`src/rtl/sseg_pkg.sv`:
```
// Shared constants for the seven-segment scan controller: glyph table,
// blank segment pattern and parameter sanity helpers.
package sseg_pkg;

  localparam logic [6:0] SEG_OFF    = 7'h7F;
  localparam int         MAX_DIGITS = 8;

  // Active-low glyphs {g,f,e,d,c,b,a} for nibble values 0..F
  localparam logic [6:0] GLYPH [16] = '{
    7'h40, 7'h79, 7'h24, 7'h30,
    7'h19, 7'h12, 7'h02, 7'h78,
    7'h00, 7'h10, 7'h08, 7'h03,
    7'h46, 7'h21, 7'h06, 7'h0E
  };

  function automatic bit digits_ok(input int n);
    return (n >= 1) && (n <= MAX_DIGITS);
  endfunction

  function automatic bit slot_ok(input int slot_cyc, input int guard_cyc);
    return (guard_cyc >= 0) && (slot_cyc > guard_cyc);
  endfunction

endpackage

```
`src/rtl/sseg_hex_decode.sv`:
```
// Nibble to active-low seven-segment glyph lookup (combinational).
module sseg_hex_decode
  import sseg_pkg::*;
(
  input  logic [3:0] nib,
  output logic [6:0] seg
);

  // Straight table lookup into the shared glyph array
  always_comb begin
    seg = GLYPH[nib];
  end

endmodule

```
`src/rtl/sseg_scan_mux.sv`:
```
// N-digit multiplexed seven-segment scan controller with frame-coherent
// input latching, blanking, leading-zero suppression, guard time and PWM.
module sseg_scan_mux
  import sseg_pkg::*;
#(
  parameter int DIGITS    = 4,
  parameter int SLOT_CYC  = 100000,
  parameter int GUARD_CYC = 4,
  parameter int DIM_BITS  = 4
) (
  input  logic                  clk,
  input  logic                  rst_n,
  input  logic                  en,
  input  logic [4*DIGITS-1:0]   hex,
  input  logic [DIGITS-1:0]     dp_in,
  input  logic [DIGITS-1:0]     blank,
  input  logic                  lz_sup,
  input  logic [DIM_BITS-1:0]   bright,
  output logic [DIGITS-1:0]     an,
  output logic [6:0]            sseg,
  output logic                  dp,
  output logic                  frame_start
);

  localparam int S_W = (SLOT_CYC > 1) ? $clog2(SLOT_CYC) : 1;
  localparam int D_W = (DIGITS > 1) ? $clog2(DIGITS) : 1;
  localparam logic [S_W-1:0] S_LAST  = S_W'(SLOT_CYC - 1);
  localparam logic [S_W-1:0] S_GUARD = S_W'(GUARD_CYC);
  localparam logic [D_W-1:0] D_LAST  = D_W'(DIGITS - 1);

  generate
    if (!digits_ok(DIGITS)) begin : g_bad_digits
      $error("sseg_scan_mux: DIGITS must be in 1..8");
    end
    if (!slot_ok(SLOT_CYC, GUARD_CYC)) begin : g_bad_slot
      $error("sseg_scan_mux: SLOT_CYC must exceed GUARD_CYC");
    end
  endgenerate

  logic [S_W-1:0]      s;
  logic [D_W-1:0]      d;
  logic [DIM_BITS-1:0] p;

  logic [4*DIGITS-1:0] hex_sh;
  logic [DIGITS-1:0]   dp_sh;
  logic [DIGITS-1:0]   blank_sh;
  logic                lz_sh;

  logic                is_fs;
  logic [4*DIGITS-1:0] hex_eff;
  logic [DIGITS-1:0]   dp_eff;
  logic [DIGITS-1:0]   blank_eff;
  logic                lz_eff;
  logic [DIGITS-1:0]   sup;
  logic [3:0]          nib_sel;
  logic                dp_sel;
  logic                dark_sel;
  logic                pwm_ok;
  logic                lit;
  logic [DIGITS-1:0]   an_next;
  logic [6:0]          seg_dec;

  // The frame-start cycle displays the values being captured that same edge,
  // so the whole frame sees one coherent snapshot.
  assign is_fs     = en && (s == '0) && (d == '0);
  assign hex_eff   = is_fs ? hex    : hex_sh;
  assign dp_eff    = is_fs ? dp_in  : dp_sh;
  assign blank_eff = is_fs ? blank  : blank_sh;
  assign lz_eff    = is_fs ? lz_sup : lz_sh;

  assign pwm_ok = (bright == '1) || (p < bright);
  assign lit    = en && (s >= S_GUARD) && pwm_ok && !dark_sel;

  // Slot, digit and PWM counters; all parked at zero while disabled
  always_ff @(posedge clk or negedge rst_n) begin
    if (!rst_n) begin
      s <= '0;
      d <= '0;
      p <= '0;
    end else if (!en) begin
      s <= '0;
      d <= '0;
      p <= '0;
    end else begin
      p <= p + 1'b1;
      if (s == S_LAST) begin
        s <= '0;
        d <= (d == D_LAST) ? '0 : d + 1'b1;
      end else begin
        s <= s + 1'b1;
      end
    end
  end

  // Shadow copy of the display inputs, refreshed only at frame start
  always_ff @(posedge clk or negedge rst_n) begin
    if (!rst_n) begin
      hex_sh   <= '0;
      dp_sh    <= '0;
      blank_sh <= '0;
      lz_sh    <= 1'b0;
    end else if (is_fs) begin
      hex_sh   <= hex;
      dp_sh    <= dp_in;
      blank_sh <= blank;
      lz_sh    <= lz_sup;
    end
  end

  // Leading-zero suppression chain from the most significant digit down
  always_comb begin
    logic chain;
    sup   = '0;
    chain = 1'b1;
    for (int i = DIGITS - 1; i >= 1; i--) begin
      sup[i] = lz_eff && (hex_eff[4*i +: 4] == 4'h0) && !dp_eff[i] && chain;
      chain  = sup[i] || blank_eff[i];
    end
  end

  // Pick the nibble, dp request and darkness of the digit being scanned
  always_comb begin
    nib_sel  = 4'h0;
    dp_sel   = 1'b0;
    dark_sel = 1'b0;
    for (int i = 0; i < DIGITS; i++) begin
      if (d == D_W'(i)) begin
        nib_sel  = hex_eff[4*i +: 4];
        dp_sel   = dp_eff[i];
        dark_sel = blank_eff[i] || sup[i];
      end
    end
  end

  // One-hot active-low anode pattern for the scanned digit
  always_comb begin
    an_next = '1;
    for (int i = 0; i < DIGITS; i++) begin
      an_next[i] = !(lit && (d == D_W'(i)));
    end
  end

  sseg_hex_decode u_decode (
    .nib (nib_sel),
    .seg (seg_dec)
  );

  // Registered pin drivers so the board sees glitch-free levels
  always_ff @(posedge clk or negedge rst_n) begin
    if (!rst_n) begin
      an          <= '1;
      sseg        <= SEG_OFF;
      dp          <= 1'b1;
      frame_start <= 1'b0;
    end else begin
      an          <= an_next;
      sseg        <= lit ? seg_dec : SEG_OFF;
      dp          <= lit ? !dp_sel : 1'b1;
      frame_start <= is_fs;
    end
  end

endmodule

```
`config.mk`:
```
export PLATFORM = sky130hd
export DESIGN_NAME = sseg_scan_mux
export DESIGN_NICKNAME = d
export VERILOG_FILES = /design/src/rtl/sseg_pkg.sv /design/src/rtl/sseg_hex_decode.sv /design/src/rtl/sseg_scan_mux.sv
export SDC_FILE = /design/constraint.sdc
export NUM_CORES = 1
export LEC_CHECK = 0
export CAP_MARGIN = 20
export CELL_PAD_IN_SITES_DETAIL_PLACEMENT = 1
export CELL_PAD_IN_SITES_GLOBAL_PLACEMENT = 1
export CORE_ASPECT_RATIO = 0.75
export CORE_MARGIN = 3
export CORE_UTILIZATION = 42
export CTS_CLUSTER_SIZE = 30
export DETAILED_ROUTE_END_ITERATION = 7
export PLACE_DENSITY = 0.8
export SKIP_CTS_REPAIR_TIMING = 1
export SKIP_LAST_GASP = 1
export SLEW_MARGIN = 20
export SYNTH_ARGS = -nofsm -noshare
export SYNTH_HDL_FRONTEND = slang
export SYNTH_SLANG_ARGS = --single-unit
```
`constraint.sdc`:
```
create_clock -name clk -period 4.2 [get_ports clk]
set_input_delay 0.84 -clock clk [delete_from_list [all_inputs] [get_ports clk]]
set_output_delay 0.84 -clock clk [all_outputs]
set_load 0.03 [all_outputs]
```
Word level (Yosys, flattened, before mapping) --
Memories as Yosys holds them, arrays and structs flattened. Cells that the tools add are included.
Word-level totals: register bits 61, bits in read-only memories 112, memories kept 1
Cells by class: add/sub/neg operators 3, magnitude comparators 3, eq/ne operators 6, mux-type cells 26, bitwise operators 1, reductions and logical operators 35
Memory list:
- (name not given) | words 16, bits a word 7, rd ports 1, clocked after Yosys merged registers in 0, wr ports 0, RTL line sseg_hex_decode.sv:11 | seg = GLYPH[nib];
Operator list (number):
- $mux 17 | 2
- $mux 4 | 7
- $mux 7 | 3
- $add 17x1->17 const B | 1
- $eq 17x17->1 const B | 1
- $ge 17x3->1 const B | 1
- $logic_and 1x1->1 | 17
- $logic_not 17->1 | 1
- $mux 16 | 1
- $logic_not 4->1 | 3
- $mux 1 | 10
- $logic_not 1->1 | 9
- $mux 2 | 3
- $ge 5x5->1 const B | 1
- $not 4->5 | 1
- $add 4x1->4 const B | 1
- $eq 2x2->1 const B | 2
- $eq 4x4->1 const B | 1
- $logic_or 1x1->1 | 4
- $lt 4x4->1 | 1
- $add 2x1->2 const B | 1
- $eq 2x1->1 const B | 1
- $logic_not 2->1 | 1
- $ne 2x1->1 const B | 1

Longest topological paths before layout --
Gate-level depths: netlist of the first run.
depth in word-level cells 19, gate-level depth with buffers 14, mapped depth without buffers 14

By module --
Synthesis of the first run repeated with hierarchy kept, for this count alone.
Unflattened totals: cells, all modules 295, area total of the unflattened synthesis 3178.0 um2
By module, submodules not included:
- sseg_scan_mux | times used 1, cells an instance 260, area each 2930.3 um2
- sseg_hex_decode | times used 1, cells an instance 35, area each 247.7 um2

Worst setup path after synthesis of the first run --
Ideal clock, no wire load.
kind input port to flip-flop, start point input en, end point register sseg[3], setup time 84 ps, arrival time 2953 ps, required time 4116 ps, setup slack 1164 ps, stages on the path 10, path through and3_1 nand2_4 mux2_2 a221o_1 o221ai_1 inv_1 ha_1 mux2_2 a211oi_1 o21ai_1
Between the ends: elaborated cells on any way between the ends 40
RTL lines:
- start, declared | RTL line sseg_scan_mux.sv:13 | input logic en,
- $logic_and 1x1->1 (2 in a row) | RTL line sseg_scan_mux.sv:65 | assign is_fs = en && (s == '0) && (d == '0);
- $mux 16
- via hex_eff[1] | RTL line sseg_scan_mux.sv:50 | logic [4*DIGITS-1:0] hex_eff;
- $mux 4 (4 in a row) | RTL line sseg_scan_mux.sv:127 | if (d == D_W'(i)) begin
- $not 4->5 (not written as such) | RTL line sseg_hex_decode.sv:11
- $mem_v2 16x7
- $mux 7 (not written as such) (2 in a row) | RTL line sseg_hex_decode.sv:11
- $mux 7 | RTL line sseg_scan_mux.sv:157 | sseg <= lit ? seg_dec : SEG_OFF;
- end signal, assigned | RTL line sseg_scan_mux.sv:157
- end, declared | RTL line sseg_scan_mux.sv:20 | output logic [6:0] sseg,
The timed path passes the listed nets, and every way through them passes these cells. The select of a mux whose other input is x is not followed. A chain may end at the register's enable or synchronous reset.

Final worst setup path of the first run --
start point input en, end point register sseg[3]
Between the ends: elaborated cells on any way between the ends 40
RTL lines (RTL line):
- $logic_and 1x1->1 * (2 in a row) | sseg_scan_mux.sv:65
- $mux 16 *
- via hex_eff[5] | sseg_scan_mux.sv:50
- parallel branches: the longest is 10 deep, another holds $mem_v2 16x7
- $mux 7 * | sseg_scan_mux.sv:157
Mark *: on every way through the listed nets, which the timed path passes. The select of a mux whose other input is x is not followed.

==> run_results.csv, run 1 <==
group,metric,value,unit
run_status,status,"completed",
setup_path,r2r_start,"d[0]",
grt,grtUsageTotal,21.1,%
synthesis,yosysTopAreaCell,"dfrtp_1",
grt,grt_pass1_vias,2663,
layout,syn2layout_area_growth,22.1,%
die,fp-row-count,27,
placement,gp_congestion,0.882,
power,p_leak,1.80,nW
setup_path,crit_arrival,3.85,ns
die,core_area,0.00743,sq mm
routing,drcViolationCount,0,
setup_path,rrSetupSlack,0.74,ns
timing,clock_skew,0.0104,ns
grt,grt_pass1_wl,14300,um
die,initial_utilization,43.9,%
synthesis,synth.distinct_cells,52,
hold_path,hold_depth,2,
clock_network,cts_tree,"done",
synthesis,synthTopCellsByArea,"dfrtp_1, dfstp_2, nand2_1, ha_1, mux2i_1",
synthesis,synth_edf_count,0,
synthesis,ys_warn_count,0,
synthesis,syn_area_per_cell,9.86,sq um
placement,dpl.cell_count,472,
hold_path,hold_end,"blank_sh[3]",
power,ir_worst_vdd,0.200,mV
clock_network,clockBufferDepth,2,
routing,vias,2588,
layout,fillCellCount,857,
routing,ant_nets,0,
clock_network,cts_buffers,9,
timing,finalMaxSlewViolations,0,
grt,grt_antenna_before_repair,0,
clock_network,clock_sinks,61,
layout,final_common_cell,"nand2_1",
setup_path,reg2reg_to,"sseg[3]",
die,die_h,82.3,um
setup_path,cp.required,4.47,ns
routing,drtIter0Drc,183,
synthesis,synthesis.area,0.00326,sq mm
timing,tns,0,ns
setup_path,cp-end-kind,"flip-flop",
layout,instances_no_fill,488,
synthesis,ys.flop_type,"dfrtp_1",
synthesis,ys_ff_latch,61,
die,dieArea,0.00887,sq mm
setup_path,path_max_fanout,20,
synthesis,synthArstFlopShare,100,%
timing,finalSetupViolations,0,
timing,relSlewSlack,56.3,%
setup_path,critPathKind,"in2reg",
setup_path,reg2reg_depth,12,
clock_network,clk_pin_slew_worst_paths,0.07,ns
grt,gr-total-overflow,0,
timing,worstMarginPinSlew,0.656,ns
placement,numPortBuffers,44,
die,num_io_pins,45,
run,drv_cap,0,
synthesis,syn_nets,379,
layout,drive_above_1_share,13.4,%
hold_path,hold_path_class,"reg2reg",
routing,wl,8740,um
clock_network,htree_levels,3,
timing,fin_crit_sh,85.1,%
clock_network,cts_root_buf,"clkbuf_8",
timing,period_needed,3.57,ns
grt,grt_max_degree,34,
power,p_per_area,390,mW/mm^2
timing,rsz0062_at_grt,"false",
layout,n_antenna_cell,0,
timing,hold_violations,0,
timing,clock.fmax,0.280,GHz
hold_path,hold_start,"blank_sh[3]",
synthesis,synth_seq_area_share,47.2,%
layout,final_cell_mix,"nand2_1, dfrtp_1, clkdlybuf4s50_1",
routing,wl_per_cell,17.9,um
synthesis,synth_top_area_share,37.6,%
routing,first_pass_iters,4,
die,die_w,108,um
routing,via_per_inst,5.30,
placement,hpwlAfterDp,6450,um
clock_network,insertion_delay,0.34,ns
layout,final_nets,430,
setup_path,start_kind,"input pin",
synthesis,synthCells,331,
[critical path: stages]
cell,delay [ns]
clkdlybuf4s50_1,0.50
and3_1,0.28
nand2_4,0.22
mux2_4,0.36
a221o_1,0.34
o221ai_1,0.21
inv_1,0.19
ha_1,0.28
mux2_2,0.27
a211oi_1,0.23
o21ai_1,0.10
[through the flow]
step	power [mW]	cell area [sq um]	hold WS [ns]	worst slack [ns]	utilization, %
after detailed placement	1.09	3810	0.467	0.261	51.3
after global routing	1.65	3980	0.506	0.445	53.6
after floorplan	0.944	3260	0.437	1.16	-
after global placement	1.07	3810	0.461	0.385	51.3
final	1.56	3980	0.478	0.626	53.6
after CTS	1.57	3980	0.485	0.616	53.6
[report_power, final]
part	switching [mW]	internal, mW	total, mW
registers	0.0413	0.658	0.700
logic	0.216	0.166	0.381
clock network	0.229	0.245	0.474
total	0.486	1.07	1.56
[cells by family (layout without fill, tap and decap cells)]
logic type,after synthesis,count (layout),share of synthesized area (%)
compound gates,39,39,8.97
fa+ha+maj,16,16,6.13
xor+xnor,17,17,4.56
simple gates,144,144,21.1
buf+inv,31,87,4.22
flops,61,61,47.2
mux,23,23,7.78
[synth_stat cells, types with 2 or more instances]
| master | n |
|---|---|
| nor4bb_1 | 2 |
| nor4_2 | 2 |
| nand4_1 | 6 |
| nor3_1 | 8 |
| nand2_1 | 58 |
| xor2_1 | 11 |
| a221o_1 | 3 |
| buf_6 | 2 |
| nand2b_1 | 3 |
| nor4b_1 | 2 |
| a21oi_1 | 4 |
| nor4_1 | 2 |
| or4b_2 | 2 |
| nor2b_1 | 2 |
| o21ai_1 | 2 |
| a31oi_1 | 2 |
| o21ai_0 | 6 |
| clkbuf_1 | 5 |
| buf_2 | 2 |
| xnor2_1 | 6 |
| ha_1 | 16 |
| and2_1 | 2 |
| mux2i_1 | 13 |
| nor2_1 | 33 |
| o211ai_1 | 4 |
| dfrtp_1 | 49 |
| o221ai_1 | 4 |
| dfstp_2 | 12 |
| and3_1 | 2 |
| mux2_4 | 3 |
| inv_1 | 21 |
| nand3_1 | 16 |
| mux2_2 | 7 |
[flip-flops by register name (all words and copies together), names as in the netlist]
| signal | flops |
|---|---|
| lz_sh | 1 |
| s | 17 |
| dp_sh | 4 |
| blank_sh | 4 |
| hex_sh | 16 |
| sseg | 7 |
| an | 4 |
| p | 4 |
| d | 2 |
| dp | 1 |
| frame_start | 1 |
[routing by layer]
layer | track usage [%] | vias up | part of all wire [%]
met5 | 0 | - | 0
met4 | 5.93 | 0 | 1.5
met3 | 4.90 | 14 | 6.9
met2 | 29.5 | 74 | 41
met1 | 32.5 | 1257 | 50
li1 | - | 1243 | -
[cell type report]
class / instances / area (sq um) / share of cell area, %
Clock inverter: 2 / 10.0 / 0.251
Clock buffer: 14 / 163 / 4.08
Tap cell: 101 / 126 / 3.17
Sequential cell: 61 / 1540 / 38.7
Inverter: 21 / 78.8 / 1.98
Multi-Input combinational cell: 239 / 1580 / 39.8
Timing Repair Buffer: 50 / 480 / 12.1
[worst max path at each step]
stage          start       to  slack [ns]  cells past startpoint
2_1_floorplan     en  sseg[3]        1.16                     10
3_3_place_gp      en  sseg[3]        0.38                     11
3_5_place_dp      en  sseg[3]        0.26                     11
4_1_cts           en  sseg[3]        0.62                     11
5_1_grt           en  sseg[3]        0.44                     11
6_report          en  sseg[3]        0.63                     11
(Power assumes the default switching activity.)
==> run 2, diff against run 1 <==
--- a/config.mk
+++ b/config.mk
@@ -9,7 +9,7 @@
 export CELL_PAD_IN_SITES_DETAIL_PLACEMENT = 1
 export CELL_PAD_IN_SITES_GLOBAL_PLACEMENT = 1
 export CORE_ASPECT_RATIO = 0.75
-export CORE_MARGIN = 3
+export CORE_MARGIN = 2
 export CORE_UTILIZATION = 42
 export CTS_CLUSTER_SIZE = 30
 export DETAILED_ROUTE_END_ITERATION = 7
==> run_results.csv, run 2 (synthesis results as in run 1) <==
group,metric,value,unit
routing,wl_met2,4140,um
placement,dpl.cell_count,472,
clock_network,htree_levels,3,
timing,fin_crit_sh,85.5,%
clock_network,clockBufferDepth,2,
timing,tns,0,ns
layout,final_cell_mix,"nand2_1, dfrtp_1, clkdlybuf4s50_1",
clock_network,cts_tree,"done",
setup_path,cp.required,4.48,ns
layout,multi_input_area,0.00158,sq mm
timing,period_needed,3.59,ns
power,power.share.combinational,22.6,%
grt,grt_antenna_before_repair,0,
placement,numPortBuffers,44,
clock_network,clk_pin_slew_worst_paths,0.08,ns
layout,drive_above_1_share,14.2,%
die,dieArea,0.00850,sq mm
layout,n_antenna_cell,0,
run,drv_cap,0,
run_status,status,"completed",
clock_network,insertion_delay,0.35,ns
routing,ant_nets,0,
routing,first_pass_iters,4,
setup_path,crit_arrival,3.87,ns
die,initial_utilization,43.9,%
routing,drtIter0Drc,138,
placement,pre_cts_ws,0.338,ns
placement,hpwlAfterDp,6790,um
die,core_area,0.00743,sq mm
die,die_h,80.3,um
timing,fin_ws,0.611,ns
timing,relSlewSlack,47.0,%
layout,syn2layout_area_growth,24.6,%
timing,whs,0.486,ns
layout,final_common_cell,"nand2_1",
placement,gp_congestion,0.850,
grt,grt_max_degree,36,
power,swShare,30.2,%
timing,worstMarginPinSlew,0.795,ns
die,die_w,106,um
layout,final_nets,430,
timing,clock_skew,0.0116,ns
clock_network,clock_sinks,61,
power,p_int,1.21,mW
grt,grt_pass1_wl,15300,um
layout,reg.largest.list,"s (17), hex_sh (16), sseg (7)",
layout,final_area,0.00407,sq mm
clock_network,cts_buffers,9,
grt,grt_pass1_vias,2838,
setup_path,cp-end-kind,"flip-flop",
setup_path,start_kind,"flip-flop",
die,num_io_pins,45,
placement,placed_area,0.00381,sq mm
routing,vias,2673,
power,p_per_area,427,mW/mm^2
power,switching_power,0.524,mW
layout,top_register,"s",
clock_network,cts_root_buf,"clkbuf_8",
power,seqPwrFrac,40.4,%
power,report.power.total,1.74,mW
power,ir_worst_vdd,0.262,mV
routing,wl,9170,um
timing,finalSetupViolations,0,
routing,dr_wl_met3,511,um
timing,hold_violations,0,
grt,grtUsageTotal,23.7,%
routing,via_per_inst,5.48,
layout,instances_no_fill,488,
setup_path,path_max_fanout,17,
die,fp-row-count,27,
routing,met1_length,4470,um
routing,highest_layer,"met4",
setup_path,critPathKind,"reg2reg",
layout,seqCellArea,0.00154,sq mm
power,p_clk_share,37.1,%
timing,finalMaxSlewViolations,0,
power,p_leak,1.84,nW
timing,clock.fmax,0.279,GHz
layout,largest_reg_flops,17,
layout,post-route-util,54.7,%
hold_path,hold_depth,1,
routing,wl_per_cell,18.8,um
hold_path,hold_path_class,"reg2reg",
setup_path,reg2reg_depth,11,
layout,fillCellCount,847,
grt,gr-total-overflow,0,
timing,rsz0062_at_grt,"false",
routing,drcViolationCount,0,
-- run 2: final timing paths --
path / from / endpoint / slack, ns
max: s[2] / sseg[3] / 0.61
min: p[0] / p[0] / 0.49
max reg2reg: s[2] / sseg[3] / 0.61
min reg2reg: p[0] / p[0] / 0.49
max in group asynchronous: rst_n / sseg[0] / 2.73
min in group asynchronous: rst_n / hex_sh[6] / 0.57
-- run 2: power by group through the flow --
stage          clock [mW]  sequential, mW  combinational (mW)
2_1_floorplan           0           0.700               0.243
3_3_place_gp            0           0.706               0.364
3_5_place_dp            0           0.709               0.382
4_1_cts             0.655           0.700               0.391
5_1_grt             0.678           0.709               0.432
6_report            0.643           0.700               0.392
-- run 2: cell type report --
class / count / share of cell area (%)
clock inverter: 4 / 1.38
inverter: 21 / 1.94
tap: 101 / 3.11
clock buffer: 12 / 4.89
sequential: 61 / 37.9
timing repair buffer: 50 / 11.8
multi-input combinational: 239 / 39.0
-- run 2: per-layer routing --
| metal | track usage (%) | vias up |
|---|---|---|
| met1 | 34.6 | 1347 |
| met2 | 35.9 | 74 |
| li1 | - | 1247 |
| met5 | 0 | - |
| met4 | 3.55 | 0 |
| met3 | 6.33 | 5 |
-- run 2: critical path, cell delays in order (launching register included) --
cell and delay, ns:
dfrtp_1 0.45, nor4_1 0.55, and4_4 0.36, nand2_4 0.17
mux2_4 0.35, a221o_1 0.34, o221ai_1 0.20, inv_1 0.18
ha_1 0.29, mux2_2 0.28, a211oi_1 0.25, o21ai_1 0.11
==> run 3, diff against run 2 <==
==> constraint.sdc (replaced) <==
create_clock -name clk -period 3.5 [get_ports clk]
set_input_delay 0.7 -clock clk [delete_from_list [all_inputs] [get_ports clk]]
set_output_delay 0.7 -clock clk [all_outputs]
set_load 0.03 [all_outputs]
==> run_results.csv, run 3 (synthesis results as in run 1) <==
group,metric,value,unit
routing,drtIter0Drc,141,
layout,final_nets,444,
timing,finalMaxSlewViolations,0,
grt,grt_pass1_wl,15400,um
timing,relSlewSlack,57.6,%
layout,largest_reg_flops,17,
layout,n_antenna_cell,0,
routing,ant_nets,0,
clock_network,cts_tree,"done",
timing,rsz0062_at_grt,"false",
layout,final_cell_mix,"nand2_1, dfrtp_1, clkdlybuf4s50_1",
clock_network,cts_root_buf,"clkbuf_8",
timing,fin_ws,0.242,ns
die,dieArea,0.00850,sq mm
power,report.power.total,2.01,mW
run_status,status,"completed",
layout,instances_no_fill,502,
die,num_io_pins,45,
placement,pre_cts_ws,0.0381,ns
timing,fin_crit_sh,93.1,%
die,die_h,80.3,um
setup_path,critPathKind,"reg2reg",
routing,wl,9250,um
setup_path,reg2reg_depth,11,
routing,drcViolationCount,0,
layout,drive_above_1_share,17.0,%
timing,tns,0,ns
setup_path,cp.required,3.77,ns
setup_path,crit_arrival,3.53,ns
placement,gp_congestion,0.856,
routing,vias,2727,
grt,grtUsageTotal,23.8,%
layout,top_register,"s",
placement,hpwlAfterDp,6930,um
layout,syn2layout_area_growth,26.6,%
routing,wl_per_cell,18.4,um
timing,period_needed,3.26,ns
timing,clock_skew,0.0111,ns
layout,final_common_cell,"nand2_1",
run,drv_cap,0,
timing,finalSetupViolations,0,
layout,seqCellArea,0.00154,sq mm
power,ir_worst_vdd,0.215,mV
timing,hold_violations,0,
placement,numPortBuffers,44,
setup_path,start_kind,"flip-flop",
grt,gr-total-overflow,0,
grt,grt_pass1_vias,2976,
die,core_area,0.00743,sq mm
timing,clock.fmax,0.307,GHz
power,p_per_area,486,mW/mm^2
hold_path,hold_path_class,"in2async",
setup_path,path_max_fanout,11,
clock_network,clock_sinks,61,
power,p_leak,1.89,nW
layout,final_area,0.00413,sq mm
timing,worstMarginPinSlew,0.631,ns
setup_path,r2r_start,"s[3]",
layout,multi_input_area,0.00158,sq mm
setup_path,reg2reg_to,"sseg[3]",
placement,placed_area,0.00392,sq mm
clock_network,clockBufferDepth,2,
clock_network,cts_buffers,9,
clock_network,insertion_delay,0.35,ns
grt,grt_max_degree,46,
routing,first_pass_iters,4,
clock_network,htree_levels,3,
grt,grt_antenna_before_repair,0,
setup_path,cp-end-kind,"flip-flop",
setup_path,rrSetupSlack,0.24,ns
routing,via_per_inst,5.43,
layout,reg.largest.list,"s (17), hex_sh (16), sseg (7)",
layout,fillCellCount,867,
clock_network,clk_pin_slew_worst_paths,0.07,ns
die,initial_utilization,43.9,%
placement,dpl.cell_count,486,
die,die_w,106,um
die,fp-row-count,27,
run 3: cell count changes in the layout (fill, tap and decap cells not counted), sizes merged:
cell      change
clkinv        -1
clkinvlp      +1
buf          +14
inv           -1
clkbuf        +1
run 3: area by class of cell:
cell class                 count  area share [%]
clock buffer                  13            4.09
clock inverter                 3            1.03
inverter                      21            1.91
multi-input combinational    239            38.4
sequential                    61            37.3
tap                          101            3.06
timing repair buffer          64            14.2
run 3: layer usage:
| metal | up-vias | share of wire (%) | wire (um) | GRT usage, % |
|---|---|---|---|---|
| met5 | - | 0 | 0 | 0 |
| met1 | 1372 | 47 | 4330 | 32.1 |
| li1 | 1271 | - | - | - |
| met4 | 0 | 1.0 | 94 | 5.39 |
| met3 | 9 | 5.6 | 521 | 6.01 |
| met2 | 75 | 46 | 4300 | 38.8 |
run 3: metrics by stage:
stage	hold slack [ns]	utilization (%)
6_report	0.348	55.6
4_1_cts	0.495	55.5
3_5_place_dp	0.477	52.7
2_1_floorplan	0.404	-
5_1_grt	0.386	55.6
3_3_place_gp	0.459	52.7
run 3: where the power goes:
part	internal, mW	switching [mW]
clock network	0.386	0.283
logic	0.225	0.271
registers	0.790	0.0510
total	1.40	0.605
run 3: worst max-delay path by stage:
stage / start / endpoint / slack, ns / depth (start not counted)
after floorplan: s[10] / sseg[3] / 0.54 / 12
after global placement: en / sseg[3] / 0.13 / 11
after detailed placement: en / sseg[3] / 0.04 / 11
after CTS: s[3] / sseg[3] / 0.24 / 12
after global routing: s[3] / sseg[3] / 0.01 / 12
final: s[3] / sseg[3] / 0.24 / 11
run 3: worst max-delay path: stages, from the launching register on:
cell and delay [ns]:
dfrtp_1 0.44, nor4_1 0.47, and4_4 0.34, nand2_4 0.12, mux2_4 0.33, a221o_1 0.37, o221ai_1 0.11, inv_1 0.13
ha_1 0.26, mux2_2 0.27, a211oi_1 0.24, o21ai_1 0.10
